**src/rtl/hilf6_elem_sel.sv**
```systemverilog
// hilf6_elem_sel - element selector for the 6-element ISI-shaping DEM.
//
// Converts a 0..6 code into a 6-bit unit-element drive vector. Elements that
// are already on are kept first, because they cost no up-transition. The
// remaining elements are taken in order of the filter's captured SFI state,
// lowest state first. Ties are broken by a fixed or rotating element order.
//
// Ports:
//   clk, rst      single clock, synchronous active-high reset
//   clk_en        sample strobe; state advances only on clk_en=1 edges
//   code[2:0]     number of elements to turn on (7 saturates to 6)
//   SFI5..SFI0    loop-filter state outputs, captured at clk_en edges
//   D[5:0]        registered element drive vector
//   ST[5:0]       up-transition vector, combinational from code and registers
//   sat_flag      sticky flag: some captured SFI word reached all-ones
//
// Optional feature: define HILF6_SEL_ROTATE_EN to rotate the tie-break order.
// A pointer then advances mod 6 on every sample, and the element it points at
// wins ties.
module hilf6_elem_sel #(
  parameter int NEL = 6,
  parameter int SW  = 4
) (
  input  logic          clk,
  input  logic          rst,
  input  logic          clk_en,
  input  logic [2:0]    code,
  input  logic [SW-1:0] SFI5,
  input  logic [SW-1:0] SFI4,
  input  logic [SW-1:0] SFI3,
  input  logic [SW-1:0] SFI2,
  input  logic [SW-1:0] SFI1,
  input  logic [SW-1:0] SFI0,
  output logic [5:0]    D,
  output logic [5:0]    ST,
  output logic          sat_flag
);

  logic [NEL-1:0] d_q, d_d, d_next;
  logic [SW-1:0]  sfi_q [NEL];
  logic [SW-1:0]  sfi_d [NEL];
  logic [SW-1:0]  sfi_in [NEL];
  logic           sat_q, sat_d;
  logic [SW:0]    key  [NEL];
  logic [2:0]     tord [NEL];
  logic [2:0]     rank [NEL];
  logic [2:0]     k;

`ifdef HILF6_SEL_ROTATE_EN
  logic [2:0] rp_q, rp_d;
`endif

  always_comb begin
    sfi_in[0] = SFI0;
    sfi_in[1] = SFI1;
    sfi_in[2] = SFI2;
    sfi_in[3] = SFI3;
    sfi_in[4] = SFI4;
    sfi_in[5] = SFI5;
  end

  assign k = (code == 3'd7) ? 3'd6 : code;

  // Key 0 means the element is already on. Off elements get 1 + state, so
  // they always rank behind elements that are already on.
  always_comb begin
    for (int unsigned i = 0; i < NEL; i++) begin
      key[i] = d_q[i] ? '0 : ({1'b0, sfi_q[i]} + 1'b1);
    end
  end

  always_comb begin
    for (int unsigned i = 0; i < NEL; i++) begin
`ifdef HILF6_SEL_ROTATE_EN
      logic [3:0] t;
      t = 4'(i) + 4'd6 - {1'b0, rp_q};
      if (t >= 4'd6) t = t - 4'd6;
      tord[i] = t[2:0];
`else
      tord[i] = 3'(i);
`endif
    end
  end

  // Rank by pairwise comparison. Tie orders are distinct, so the ranks
  // form a permutation and exactly k elements satisfy rank < k.
  always_comb begin
    for (int unsigned i = 0; i < NEL; i++) begin
      rank[i] = '0;
      for (int unsigned j = 0; j < NEL; j++) begin
        if (j != i) begin
          if ((key[j] < key[i]) || ((key[j] == key[i]) && (tord[j] < tord[i])))
            rank[i] = rank[i] + 3'd1;
        end
      end
      d_next[i] = (rank[i] < k);
    end
  end

  assign ST = d_next & ~d_q;

  always_comb begin
    d_d   = d_q;
    sat_d = sat_q;
    for (int unsigned i = 0; i < NEL; i++) sfi_d[i] = sfi_q[i];
`ifdef HILF6_SEL_ROTATE_EN
    rp_d = rp_q;
`endif
    if (clk_en) begin
      d_d = d_next;
      for (int unsigned i = 0; i < NEL; i++) begin
        sfi_d[i] = sfi_in[i];
        if (sfi_in[i] == '1) sat_d = 1'b1;
      end
`ifdef HILF6_SEL_ROTATE_EN
      rp_d = (rp_q == 3'd5) ? '0 : (rp_q + 3'd1);
`endif
    end
  end

  always_ff @(posedge clk) begin
    if (rst) begin
      d_q   <= '0;
      sat_q <= 1'b0;
      for (int unsigned i = 0; i < NEL; i++) sfi_q[i] <= '0;
`ifdef HILF6_SEL_ROTATE_EN
      rp_q  <= '0;
`endif
    end else begin
      d_q   <= d_d;
      sat_q <= sat_d;
      for (int unsigned i = 0; i < NEL; i++) sfi_q[i] <= sfi_d[i];
`ifdef HILF6_SEL_ROTATE_EN
      rp_q  <= rp_d;
`endif
    end
  end

  assign D        = d_q;
  assign sat_flag = sat_q;

endmodule

```
**config.mk**
```make
export PLATFORM = sky130hd
export DESIGN_NAME = hilf6_elem_sel
export DESIGN_NICKNAME = d
export VERILOG_FILES = /design/src/rtl/hilf6_elem_sel.sv
export SDC_FILE = /design/constraint.sdc
export NUM_CORES = 1
export LEC_CHECK = 0
export BUFFER_PORTS_ARGS = -buffer_cell sky130_fd_sc_hd__buf_2
export CAP_MARGIN = 0
export CORE_ASPECT_RATIO = 0.75
export CORE_MARGIN = 8
export CORE_UTILIZATION = 67
export DETAILED_ROUTE_END_ITERATION = 7
export PLACE_DENSITY = 0.91
export SLEW_MARGIN = 25
export SYNTH_ARGS = -nofsm -noshare
export SYNTH_HDL_FRONTEND = slang
export SYNTH_SLANG_ARGS = --single-unit
```
**constraint.sdc**
```tcl
create_clock -name clk -period 10.58 [get_ports clk]
set_input_delay 1.587 -clock clk [delete_from_list [all_inputs] [get_ports clk]]
set_output_delay 1.587 -clock clk [all_outputs]
set_load 0.02 [all_outputs]
```
Word level (Yosys, flattened, before mapping)

Memory sizes are Yosys's and may differ from the RTL's.
Cells that the tools add are included.

Add/sub/neg operators: 30
$mul: 0
Div/mod/pow operators: 0
$lt $le $gt $ge: 36
Equal/unequal tests: 22
Shifts and indexed selects: 0
Multiplexer cells: 53
Bitwise logic cells: 8
Reduce and logical (&&, ||, !) cells: 17

Operator list:

| kind                                         | count |
|---|---|
| less-than comparator 5 bit                   | 30 |
| equality test 5 bit                          | 15 |
| two-way mux 3 bit                            | 25 |
| adder 3 x 1 -> 3 bit (second input constant) | 18 |
| adder 4 x 1 -> 5 bit (second input constant) | 6 |
| two-way mux 5 bit                            | 6 |
| equality test 4 bit (second input constant)  | 6 |
| two-way mux 24 bit                           | 1 |
| two-way mux 4 bit                            | 6 |
| less-than comparator 3 bit                   | 6 |
| logical OR 1 bit                             | 15 |
| two-way mux 1 bit                            | 15 |
| adder 1 x 1 -> 2 bit (second input constant) | 6 |
| bitwise AND 6 bit                            | 1 |
| inverter 6 bit                               | 1 |
| bitwise OR 1 bit                             | 6 |
| nonzero test 6 bit                           | 1 |
| equality test 3 bit (second input constant)  | 1 |
| AND reduction 2 bit                          | 1 |

Flip-flop bits (word level): 7
Bits in latches: 0
Memory bits (writable): 24
ROM bits: 0
Input bits: 30
Output and inout bits: 13
Logic and storage cells: 169
Memories kept: 1

Memory list:

| memory | words | bits a word | read ports | clocked after Yosys merged registers in | write ports | line | text |
|---|---|---|---|---|---|---|---|
| sfi_q  | 6     | 4           | 6          | 0                                       | 6           | 40   | `logic [SW-1:0] sfi_q [NEL];` |

Depth between registers and ports, before layout

An unclocked memory read counts as a cell.

Word-level depth: 16
Mapped depth: 25
Depth with buffers taken out: 25

Worst setup path before layout

OpenSTA, ideal clock, no wires.

Path kind: reg2out
Start: memory sfi_q[1][0]
End: output port ST[2]
Arrival: 4.920 ns
Data required time: 8.993 ns
Slack: 4.073 ns
Stages on the path, launching flop included: 26
Path buffers: 0
Path through: dfxtp_1 ha_1 xor2_1 nand2_1 inv_1 ha_1 a21oi_1 maj3_1 nor2b_1 o32ai_1 inv_1 ha_1 xor2_1 ha_1 mux2_2 ha_1 nand2_1 xnor2_1 xnor2_1 ha_1 a21oi_1 nand2_1 or3_1 a21oi_1 a211oi_1 nor2_1

RTL lines:

| item               | line | text |
|---|---|---|
| start: declaration | 40   |  |
| end: declaration   | 35   | `output logic [5:0] ST,` |

==> flow_summary.ini <==
[placement]
routabilityCongestion = 0.9625
dp_hpwl_um = 10170
place_area_um2 = 4960
place_ws_ps = 3546
io_buffer_count = 42

[critical_path]
cp.required_ps = 8990
critPathKind = reg2out
cp-start-kind = flip-flop
cp_max_fo = 4
arrival_ps = 5970
end_kind = primary output

[synth]
syn_nets = 700
synth-seq-cells = 31
ys_types = 70
yosys.area.top_type_share_pct = 28.68
yosys_warnings = 0
async_reset_ff_share_pct = 0
syn_inst = 562
yosys_most_used_dff = dfxtp_1
syn_area_um2 = 4712
synth_area_leaders = ha_1 29%, dfxtp_1 13%, mux2i_1 6.6%
synth_top_area_cell = ha_1
syn_avg_cell_area_um2 = 8.384
ys_seq_area_share_pct = 13.17
synth_edf_count = 0

[timing]
fin_crit_sh_pct = 71.40
hold_viol = 0
relSlewSlack_pct = 44.27
setup_tns_ps = 0
max_freq_ghz = 0.1324
setup_viol = 0
setup_ws_ps = 3026
period_minus_slack_ps = 7554
fin_skew_ps = 12.72
rsz0062_at_grt = false
final_max_slew_viol_count = 0
worstMarginPinSlew_ps = 836.0

[clock_network]
cts_resized = 0
post_cts.repair.setup_buffers = 0
clockRootBuffer = clkbuf_8
cts_max_path_buffers = 2
clk_pin_slew_ps = 80
cts_hold_buf = 0
cts_made_buffers = 5
h-tree-depth = 2
clkLatencyLatePin_ps = 310
cts_tree = done
cts.sinks = 31

[final_layout]
nFillCells = 452
drive_above_1_share_pct = 15.45
final_nets = 739
area_delta_synth_final_pct = 7.223
finish.instance_area_um2 = 5052
antenna_cells = 0

[drt]
drc = 0
dr.pass1.iters = 5
drtIter0Drc = 331
routed_wl_um = 12860
drtAntennaViolNets = 0
post_drt_wl_per_cell_um = 18.74
via_per_inst = 6.459
vias = 4431

[floorplan]
dieArea_um2 = 10000
die_h_um = 88.63
row_count = 26
fp.coreArea_um2 = 6799
io_pins = 43
die_w_um = 112.8
start_util_pct = 69.30

[global_routing]
grt_pass1_vias = 4544
track_usage_pct = 25.94
antenna_found_initial = 0
grt-ovfl-total = 0
grt_pass1_wl_um = 20920
grt_max_degree = 34

[flow_run]
cap_violations = 0

[status]
status = finished clean

[min_path]
hold_path.class = reg2reg
[logic make-up (layout without fill, tap and decap cells)]
group / Yosys count / after routing / synth area share (%)
simple gates: 185 / 185 / 20.31
fa+ha+maj: 110 / 110 / 29.10
compound gates: 93 / 93 / 14.42
buf+inv: 59 / 99 / 5.337
mux: 44 / 44 / 9.931
xor+xnor: 40 / 40 / 7.727
flops: 31 / 31 / 13.17
[through the flow]
step / cells / util (%) / hold WS (ps)
final: 686 / 74.31 / 485.9
after global routing: 686 / 74.31 / 516.3
after floorplan: 562 / - / 476.5
after CTS: 686 / 74.31 / 489.5
after detailed placement: 678 / 72.95 / 471.2
after global placement: 678 / 72.95 / 443.4
[synthesized netlist by cell type, types with 2 or more instances]
cell	instances
and3_1	2
and3_2	2
and4_1	3
a21oi_2	2
o21a_1	13
o22ai_1	3
nand3_1	15
a21oi_1	25
a211oi_1	6
nor3b_1	3
dfxtp_1	31
o32ai_1	3
inv_1	46
inv_2	2
or2_2	6
nand2_1	35
mux2i_1	31
nand4_1	15
maj3_1	2
nor3_1	5
nand4b_1	3
xnor2_1	24
mux2_2	12
clkbuf_1	5
a31oi_1	4
or3_1	3
o21ai_0	14
ha_1	108
nand2b_1	10
o22ai_2	2
nor2_1	56
o211ai_2	2
xor2_1	15
a21o_1	2
nor2b_1	15
o22a_1	3
[critical path: stages (launching register included)]
cell      delay, ps
dfxtp_1         380
ha_1            200
xor2_1          150
nand2_1          90
inv_1           200
ha_1            290
a21oi_1         150
maj3_1          180
nor2b_1          50
o32ai_1         530
inv_1           170
ha_1            340
xor2_1          350
ha_1            300
mux2_2          280
ha_1            200
nand2_1          80
xnor2_1         130
xnor2_1         140
ha_1            260
a21oi_1         230
nand2_1         130
or3_1           320
a21oi_1         160
a211oi_1         80
nor2_1           90
buf_2           170
[layout make-up]
class                   instances  area, µm²  area share, %
well taps                      84      105.1          2.080
inverters                      49      183.9          3.640
flip-flops and latches         31      620.6          12.28
repair buffers                 42      210.2          4.160
multi-input cells             472       3840          76.00
clock inverters                 3      23.77         0.4705
clock buffers                   5      68.82          1.362
[sequential cells by signal, summed over array words and instances, names as in the netlist]
name and cells:
sat_flag 1, sfi_q 24, D 6
[path summary, 6_finish.rpt]
| check | start | endpoint | slack, ps | depth (start not counted) |
|---|---|---|---|---|
| worst max-delay path | sfi_q[1][0] | ST[2] | 3030 | 26 |
| worst min-delay path | sat_flag | sat_flag | 490 | 2 |
| worst max register to register | sfi_q[1][0] | D[2] | 4920 | 25 |
| worst min register to register | sat_flag | sat_flag | 490 | 2 |
[metal layers]
metal | vias to the layer above | track usage [%] | wire (µm)
met5 | - | 0 | 0
met4 | 0 | 12.20 | 427
met3 | 41 | 5.317 | 987
met2 | 211 | 45.88 | 5898
met1 | 2084 | 29.80 | 5546
li1 | 2095 | - | -
[placed cells by master (no fill, tap or decap), types with 24 or more instances in the layout]
cell type,Yosys,layout
dfxtp_1,31,31
ha_1,108,108
a21oi_1,25,25
inv_1,46,46
nor2_1,56,56
xnor2_1,24,24
nand2_1,35,35
buf_2,0,42
mux2i_1,31,31
Power is left out: the tool's default activity adds up to more than one toggle a clock period on the data nets, which glitch-free logic cannot reach.
